--- src/rtl/set_time_ext.sv ---
// Purpose : HH:MM[:SS] BCD time-setting editor, one digit at a time, up/down stepping with per-digit range wrap.
// Latency : a button edge updates digit/selection on the same clk edge that samples it; done is a 1-cycle registered pulse.
// Backpressure: none; buttons are edge-detected, ignored in IDLE. Optional macro AUTO_REPEAT_EN adds held-button repeat.
module set_time_ext #(
  parameter int SHOW_SECONDS = 1,
  parameter int HOUR_MODE_12 = 0,
  parameter int REPEAT_DELAY = 50,
  parameter int REPEAT_RATE  = 10
) (
  input  logic       clk,
  input  logic       reset,
  input  logic       start,
  input  logic       up,
  input  logic       down,
  input  logic       nextDigit,
  input  logic       confirm,
  output logic [3:0] h1,
  output logic [3:0] h0,
  output logic [3:0] min1,
  output logic [3:0] min0,
  output logic [3:0] s1,
  output logic [3:0] s0,
  output logic       editing,
  output logic [2:0] digit_sel,
  output logic       done
);

  typedef enum logic {IDLE, EDIT} state_t;

  localparam logic [2:0] LAST_DIGIT = (SHOW_SECONDS != 0) ? 3'd5 : 3'd3;
  localparam logic [3:0] H1_MAX     = (HOUR_MODE_12 != 0) ? 4'd1 : 4'd2;
  localparam logic [3:0] H1_RST     = (HOUR_MODE_12 != 0) ? 4'd1 : 4'd0;
  localparam logic [3:0] H0_RST     = (HOUR_MODE_12 != 0) ? 4'd2 : 4'd0;

  if (REPEAT_DELAY < 1 || REPEAT_RATE < 1) begin : g_bad_repeat
    $error("REPEAT_DELAY and REPEAT_RATE must be at least 1");
  end

  state_t     state;
  logic       up_q, down_q, next_q, confirm_q;
  logic       up_e, down_e, next_e, confirm_e;
  logic       up_rep, dn_rep;
  logic       up_req, dn_req, step_inc, step_dec, exit_req;
  logic [3:0] cur, lo, hi, stepped, h0_fix;

  // Wrap-around single-digit step; out-of-range values fold back into range.
  function automatic logic [3:0] wrap_step(input logic [3:0] v, input logic [3:0] vlo,
                                           input logic [3:0] vhi, input logic inc);
    if (inc) return (v >= vhi) ? vlo : v + 4'd1;
    else     return (v <= vlo) ? vhi : v - 4'd1;
  endfunction

  assign up_e      = up & ~up_q;
  assign down_e    = down & ~down_q;
  assign next_e    = nextDigit & ~next_q;
  assign confirm_e = confirm & ~confirm_q;
  assign exit_req  = confirm_e | (next_e & (digit_sel == LAST_DIGIT));
  assign up_req    = up_e | up_rep;
  assign dn_req    = down_e | dn_rep;
  assign step_inc  = up_req & ~dn_req;
  assign step_dec  = dn_req & ~up_req;

`ifdef AUTO_REPEAT_EN
  localparam int CW = $clog2(REPEAT_DELAY + REPEAT_RATE + 1);
  logic [CW-1:0] up_cnt, dn_cnt;
  logic          up_arm, dn_arm;

  assign up_rep = up_arm & up & ~down & (up_cnt == '0);
  assign dn_rep = dn_arm & down & ~up & (dn_cnt == '0);

  // Held-button repeat timers: armed by the initial edge, cleared on release, digit change, exit or both buttons.
  always_ff @(posedge clk or negedge reset) begin
    if (!reset) begin
      up_arm <= 1'b0;
      up_cnt <= '0;
      dn_arm <= 1'b0;
      dn_cnt <= '0;
    end else begin
      if (state != EDIT || !up || down || next_e || confirm_e) begin
        up_arm <= 1'b0;
        up_cnt <= '0;
      end else if (up_e) begin
        up_arm <= 1'b1;
        up_cnt <= CW'(REPEAT_DELAY - 1);
      end else if (up_arm) begin
        up_cnt <= (up_cnt == '0) ? CW'(REPEAT_RATE - 1) : up_cnt - CW'(1);
      end
      if (state != EDIT || !down || up || next_e || confirm_e) begin
        dn_arm <= 1'b0;
        dn_cnt <= '0;
      end else if (down_e) begin
        dn_arm <= 1'b1;
        dn_cnt <= CW'(REPEAT_DELAY - 1);
      end else if (dn_arm) begin
        dn_cnt <= (dn_cnt == '0) ? CW'(REPEAT_RATE - 1) : dn_cnt - CW'(1);
      end
    end
  end
`else
  assign up_rep = 1'b0;
  assign dn_rep = 1'b0;
`endif

  // Legal range of the selected digit, its stepped value, and the h0 clamp when h1 moves.
  always_comb begin
    cur = min0;
    lo  = 4'd0;
    hi  = 4'd9;
    case (digit_sel)
      3'd0: begin
        cur = h1;
        hi  = H1_MAX;
      end
      3'd1: begin
        cur = h0;
        if (HOUR_MODE_12 != 0) begin
          if (h1 == 4'd0) lo = 4'd1;
          else            hi = 4'd2;
        end else begin
          hi = (h1 == 4'd2) ? 4'd3 : 4'd9;
        end
      end
      3'd2: begin
        cur = min1;
        hi  = 4'd5;
      end
      3'd3: cur = min0;
      3'd4: begin
        cur = s1;
        hi  = 4'd5;
      end
      default: cur = s0;
    endcase
    stepped = wrap_step(cur, lo, hi, step_inc);
    h0_fix  = h0;
    if (HOUR_MODE_12 != 0) begin
      if (stepped == 4'd1 && h0 > 4'd2)      h0_fix = 4'd2;
      else if (stepped == 4'd0 && h0 == 4'd0) h0_fix = 4'd1;
    end else if (stepped == 4'd2 && h0 > 4'd3) begin
      h0_fix = 4'd3;
    end
  end

  // Edit FSM with registered outputs; button history is sampled every cycle so presses held across start are not edges.
  always_ff @(posedge clk or negedge reset) begin
    if (!reset) begin
      state     <= IDLE;
      editing   <= 1'b0;
      digit_sel <= 3'd0;
      done      <= 1'b0;
      h1        <= H1_RST;
      h0        <= H0_RST;
      min1      <= 4'd0;
      min0      <= 4'd0;
      s1        <= 4'd0;
      s0        <= 4'd0;
      up_q      <= 1'b0;
      down_q    <= 1'b0;
      next_q    <= 1'b0;
      confirm_q <= 1'b0;
    end else begin
      up_q      <= up;
      down_q    <= down;
      next_q    <= nextDigit;
      confirm_q <= confirm;
      done      <= 1'b0;
      case (state)
        IDLE: begin
          if (start) begin
            state     <= EDIT;
            editing   <= 1'b1;
            digit_sel <= 3'd0;
          end
        end
        default: begin
          if (exit_req) begin
            state     <= IDLE;
            editing   <= 1'b0;
            digit_sel <= 3'd0;
            done      <= 1'b1;
          end else if (next_e) begin
            digit_sel <= digit_sel + 3'd1;
          end else if (step_inc || step_dec) begin
            case (digit_sel)
              3'd0: begin
                h1 <= stepped;
                h0 <= h0_fix;
              end
              3'd1: h0   <= stepped;
              3'd2: min1 <= stepped;
              3'd3: min0 <= stepped;
              3'd4: if (SHOW_SECONDS != 0) s1 <= stepped;
              default: if (SHOW_SECONDS != 0) s0 <= stepped;
            endcase
          end
        end
      endcase
    end
  end

endmodule

--- config.mk ---
export PLATFORM = sky130hd
export DESIGN_NAME = set_time_ext
export DESIGN_NICKNAME = d
export VERILOG_FILES = /design/src/rtl/set_time_ext.sv
export SDC_FILE = /design/constraint.sdc
export NUM_CORES = 1
export LEC_CHECK = 0
export BUFFER_PORTS_ARGS = -buffer_cell sky130_fd_sc_hd__buf_2
export CAP_MARGIN = 5
export CORE_MARGIN = 2
export CORE_UTILIZATION = 40
export CTS_CLUSTER_SIZE = 16
export DETAILED_ROUTE_END_ITERATION = 8
export MAX_ROUTING_LAYER = met4
export PLACE_DENSITY = 0.6
export SETUP_SLACK_MARGIN = 0.4
export SLEW_MARGIN = 15
export SYNTH_ARGS = -nofsm -noshare
export SYNTH_HDL_FRONTEND = slang
export SYNTH_SLANG_ARGS = --single-unit
--- constraint.sdc ---
create_clock -name clk -period 9.5 [get_ports clk]
set_input_delay 1.9 -clock clk [delete_from_list [all_inputs] [get_ports clk]]
set_output_delay 1.9 -clock clk [all_outputs]
set_load 0.05 [all_outputs]
=== Yosys cells after proc, flatten, opt, wreduce, memory -nomap -nowiden ===
Cells that the tools add are included.

* Bits in writable memories: 0
* Memories kept: 0
* Logic and storage cells: 82
* Memory bits (read-only): 0
* Latch bits: 0
* Output and inout bits: 29
* Input port bits: 7
* Register bits: 34

* Multiply operators: 0
* Bitwise operators: 17
* Shift operators: 0
* Eq/ne operators: 10
* Reduce and logical (&&, ||, !) cells: 15
* Divide/modulo/power cells: 0
* Order comparisons: 3
* Mux-type cells: 20
* Add/subtract/negate cells: 3

{| class="wikitable"
|+ Operators with widths
! kind !! number
|-
| AND reduction 5 bit || 5
|-
| two-way mux 4 bit || 5
|-
| case mux 4 bit (5 select lines) || 1
|-
| two-way mux 3 bit || 4
|-
| case mux 4 bit (3 select lines) || 1
|-
| NOT 1 bit || 9
|-
| == test 4 x 2 -> 1 bit (second input constant) || 2
|-
| two-way mux 1 bit || 8
|-
| case mux 4 bit (2 select lines) || 1
|-
| bitwise AND 1 bit || 7
|-
| == test 3 x 2 -> 1 bit (second input constant) || 2
|-
| == test 3 bit (second input constant) || 2
|-
| AND reduction 6 bit || 1
|-
| OR reduction 5 bit || 1
|-
| adder 4 x 1 -> 4 bit (second input constant) || 1
|-
| >= comparator 4 bit || 1
|-
| greater-than comparator 4 x 2 -> 1 bit (second input constant) || 1
|-
| <= comparator 4 x 1 -> 1 bit (second input constant) || 1
|-
| AND reduction 2 bit || 2
|-
| nonzero test 2 bit || 2
|-
| subtractor 4 x 1 -> 4 bit (second input constant) || 1
|-
| adder 3 x 1 -> 3 bit (second input constant) || 1
|-
| == test 3 x 1 -> 1 bit (second input constant) || 1
|-
| logical NOT 3 bit || 1
|-
| 7 further kinds || 7
|}

=== Logic depth before layout (Yosys ltp) ===
* Depth in word-level cells: 10
* Gate-level depth with buffers: 17
* Depth with buffers taken out: 15

=== Least setup slack after synthesis ===
OpenSTA, ideal clock, no wires.

* Path kind: reg-to-reg
* From: register digit_sel[2]
* To: register h0[1]
* Arrival time: 3.741 ns
* Setup time: 0.124 ns
* Cell stages (with the launch flop): 18
* Clock period less this slack: 3.865 ns
* Path slack: 5.635 ns
* Buffers on the path: 2
* Cells stage by stage: dfrtp_1 > buf_6 > buf_2 > inv_1 > ha_1 > nor2_1 > nand2_1 > o22ai_1 > inv_1 > ha_1 > inv_1 > o211ai_1 > o2111a_1 > a2111oi_4 > a211o_1 > nor2_2 > and4b_4 > o31a_1

* Word-level cells in the longest chain between the ends: 10
* Elaborated cells between the ends (all ways): 25
* Classes of those cells: add/sub: 2; order compare: 2; eq/ne: 7; mux: 6; bitwise: 3; reduce/logical: 5

{| class="wikitable"
|+ Ends and longest elaborated chain
! element !! line !! text
|-
| start: declaration || 24 || <nowiki>output logic [2:0] digit_sel,</nowiki>
|-
| start signal: assignment || 182 || <nowiki>digit_sel <= digit_sel + 3'd1;</nowiki>
|-
| == test 3 bit / == test 3 x 2 -> 1 bit (equally long branches) || 109 || <nowiki>case (digit_sel)</nowiki>
|-
| OR reduction 2 bit (no line) || -- ||
|-
| case mux 4 bit (3 select lines) || 109 ||
|-
| >= comparator 4 bit || 49 || <nowiki>if (inc) return (v >= vhi) ? vlo : v + 4'd1;</nowiki>
|-
| two-way mux 4 bit (2 in series) || 49 ||
|-
| == test 4 x 2 -> 1 bit || 139 || <nowiki>end else if (stepped == 4'd2 && h0 > 4'd3) begin</nowiki>
|-
| logical AND 1 bit || 139 ||
|-
| inequality test 2 bit (no line) || -- ||
|-
| AND reduction 6 bit (no line) || -- ||
|-
| end signal: assignment || 187 || <nowiki>h0 <= h0_fix;</nowiki>
|-
| end signal: assignment || 189 || <nowiki>3'd1: h0 <= stepped;</nowiki>
|-
| end: declaration || 18 || <nowiki>output logic [3:0] h0,</nowiki>
|}

Several ways; a longest one is shown, not always the timed one.
A chain may end at the register's enable or synchronous reset.

=== Final worst setup path ===
Same ends and word-level chain as after synthesis.

==> out/qor.csv <==
stage;metric;value;unit
run_status;status;complete, no violations;
detailed_routing;drc_errors;0;
grt;grt_usage;18.5;%
clock_network;cts_buffers;5;
setup_path;cp.required;9.67;ns
setup_path;cp-start-kind;flop;
setup_path;cp_max_fo;20;
finish;synthToLayoutAreaGrowth;16.0;%
synth;synth_nets;217;
floorplan;fp.dieW;76.0;um
sta;fmax;0.231;GHz
synth;avgSynthCellArea;10.4;um^2
synth;ys_ff_latch;34;
synth;synth_edf_count;0;
setup_path;crit_arrival;4.49;ns
finish;nNetsFinal;252;
grt;overflow;0;
setup_path;crit_type;flop to flop;
clock_network;tritoncts;done;
finish;drive_gt1_share;30.8;%
clock_network;numClockSinks;34;
clock_network;cts_setup_buffers;0;
sta;maxSlewHeadroom;50.2;%
clock_network;insertion_delay;0.29;ns
sta;setup_viol;0;
sta;post-route-period-util;45.5;%
clock_network;h-tree-depth;2;
synth;syn_area;2070;um^2
detailed_routing;wl_per_cell;16.0;um
floorplan;die_h;76.0;um
detailed_routing;ant_nets;0;
grt;grt_pass1_wl;8.25;mm
detailed_routing;drt_iter0_markers;134;
synth;synth.largest_area_cell;dfrtp_1;
synth;synth_cell_types;56;
detailed_routing;wirelength;4.87;mm
finish;diodes;0;
grt;antenna_found_initial;0;
floorplan;io_pins;36;
synth;synth.most_common_cell;dfrtp_1;
detailed_routing;viasPerCell;5.48;
clock_network;cts_root_buf;clkbuf_8;
sta;setup_tns;0;ns
synth;synth_top_cells_by_area;dfrtp_1 41%, mux2_2 9.2%, ha_1 6.6%;
place;numPortBuffers;35;
sta;hold_violations;0;
clock_network;cts.path.max_buffers;2;
detailed_routing;num_vias;1667;
detailed_routing;dr.pass1.iters;5;
synth;ys_seq_area_share;41.1;%
synth;synth-warning-count;0;
floorplan;core-area;5040;um^2
grt;grt_pass1_vias;1640;
flow_run;cap_violations;0;
sta;layout_min_cycle_time;4.33;ns
synth;synthFlopType;dfrtp_1;
finish;nFillCells;474;
place;gp_congestion;0.960;
setup_path;end_kind;flop;
clock_network;post_cts_resize_count;0;
floorplan;rows;26;
floorplan;dieArea;5770;um^2
place;place_hpwl;3.50;mm
floorplan;initial_core_util;41.1;%
sta;worst_pin_slew;0.747;ns
sta;finClkSkew;0.00977;ns
clock_network;clk_pin_slew;0.07;ns
synth;netlist_top_cells_count;34 x dfrtp_1, 17 x mux2_2, 16 x nor2_1, 14 x nand2_1, 11 x ha_1;
synth;syn_inst;199;
grt;grt_max_degree;35;
synth;async_flop_share;100;%
min_path;worstHoldPathType;flop to flop;
sta;maxSlewViolCount;0;
clock_network;hold_buffers;0;
synth;synth_top_cell_area_share;41.1;%
sta;rsz0062_at_grt;no;
## registers in the layout, indices dropped and copies added, names as in the netlist
register   flops
s1             4
down_q         1
state          1
next_q         1
s0             4
editing        1
confirm_q      1
min1           4
h0             4
done           1
min0           4
digit_sel      3
h1             4
up_q           1
## cell type report
cell class / count / area (um^2) / area share [%]
repair buffers: 35 / 175 / 7.29
inverters: 12 / 47.5 / 1.98
multi-input cells: 146 / 1130 / 47.0
well taps: 70 / 87.6 / 3.65
clock inverters: 1 / 30.0 / 1.25
flip-flops and latches: 34 / 851 / 35.4
clock buffers: 6 / 82.6 / 3.44
## routing by layer
metal,vias to the layer above,routed length [um],track usage (%),share of wire (%)
li1,804,-,-,-
met1,815,2360,25.3,49
met2,43,2250,27.7,46
met3,5,176,3.33,3.6
met4,0,75,7.09,1.5
met5,-,0,-,0
## per-stage QoR
stage	hold slack (ns)	util, %	std cells	area, um^2	worst slack (ns)
after detailed placement	0.499	45.4	297	2290	5.14
after floorplan	0.534	-	199	2070	5.64
after global routing	0.560	47.6	304	2400	4.80
final	0.512	47.6	304	2400	5.17
after CTS	0.516	47.6	304	2400	5.13
after global placement	0.486	45.4	297	2290	5.15
## cells by family (layout without fill, tap and decap cells)
logic type	count (synthesis)	in the layout	share of synthesized area, %
adder cells (fa/ha/maj)	11	11	6.65
flip-flops	34	34	41.1
multiplexers	18	18	9.73
XOR/XNOR	2	2	0.846
buffers and inverters	19	54	4.41
AO/OA/AOI/OAI	54	54	20.6
AND/OR/NAND/NOR	61	61	16.7
## placed cells by master, fill, tap and decap left out, drive strengths merged, types with 7 or more instances in the layout
cell / count
inv: 12
a21oi: 7
nand2: 14
buf: 35
nor2b: 7
ha: 11
o21ai: 13
dfrtp: 34
mux2: 17
nor2: 17
## worst max-delay path, cell delays in order (launching register included)
cell and delay [ns]:
dfrtp_1 0.77, inv_1 0.16, ha_1 0.34, nor2_1 0.30, nand2_1 0.15, o22ai_1 0.38
inv_1 0.14, ha_1 0.31, inv_1 0.07, o211ai_1 0.11, o2111a_1 0.17, a2111oi_4 0.46
a211o_1 0.36, nor2_2 0.05, and4b_4 0.21, o31a_1 0.23
## path summary, 6_finish.rpt
check	start	endpoint	slack (ns)	cells after the start
min	editing$_DFFE_PN0P_	editing$_DFFE_PN0P_	0.51	2
max	digit_sel[2]$_DFFE_PN0P_	h0[1]$_DFFE_PN0P_	5.17	15
max in group asynchronous	reset	h0[1]$_DFFE_PN0P_	7.35	1
min reg2reg	editing$_DFFE_PN0P_	editing$_DFFE_PN0P_	0.51	2
max reg2reg	digit_sel[2]$_DFFE_PN0P_	h0[1]$_DFFE_PN0P_	5.17	15
min in group asynchronous	reset	done$_DFF_PN0_	1.67	1
Power is not shown: default switching activity piles up to over one toggle a cycle in this logic, so the estimate is an artifact.
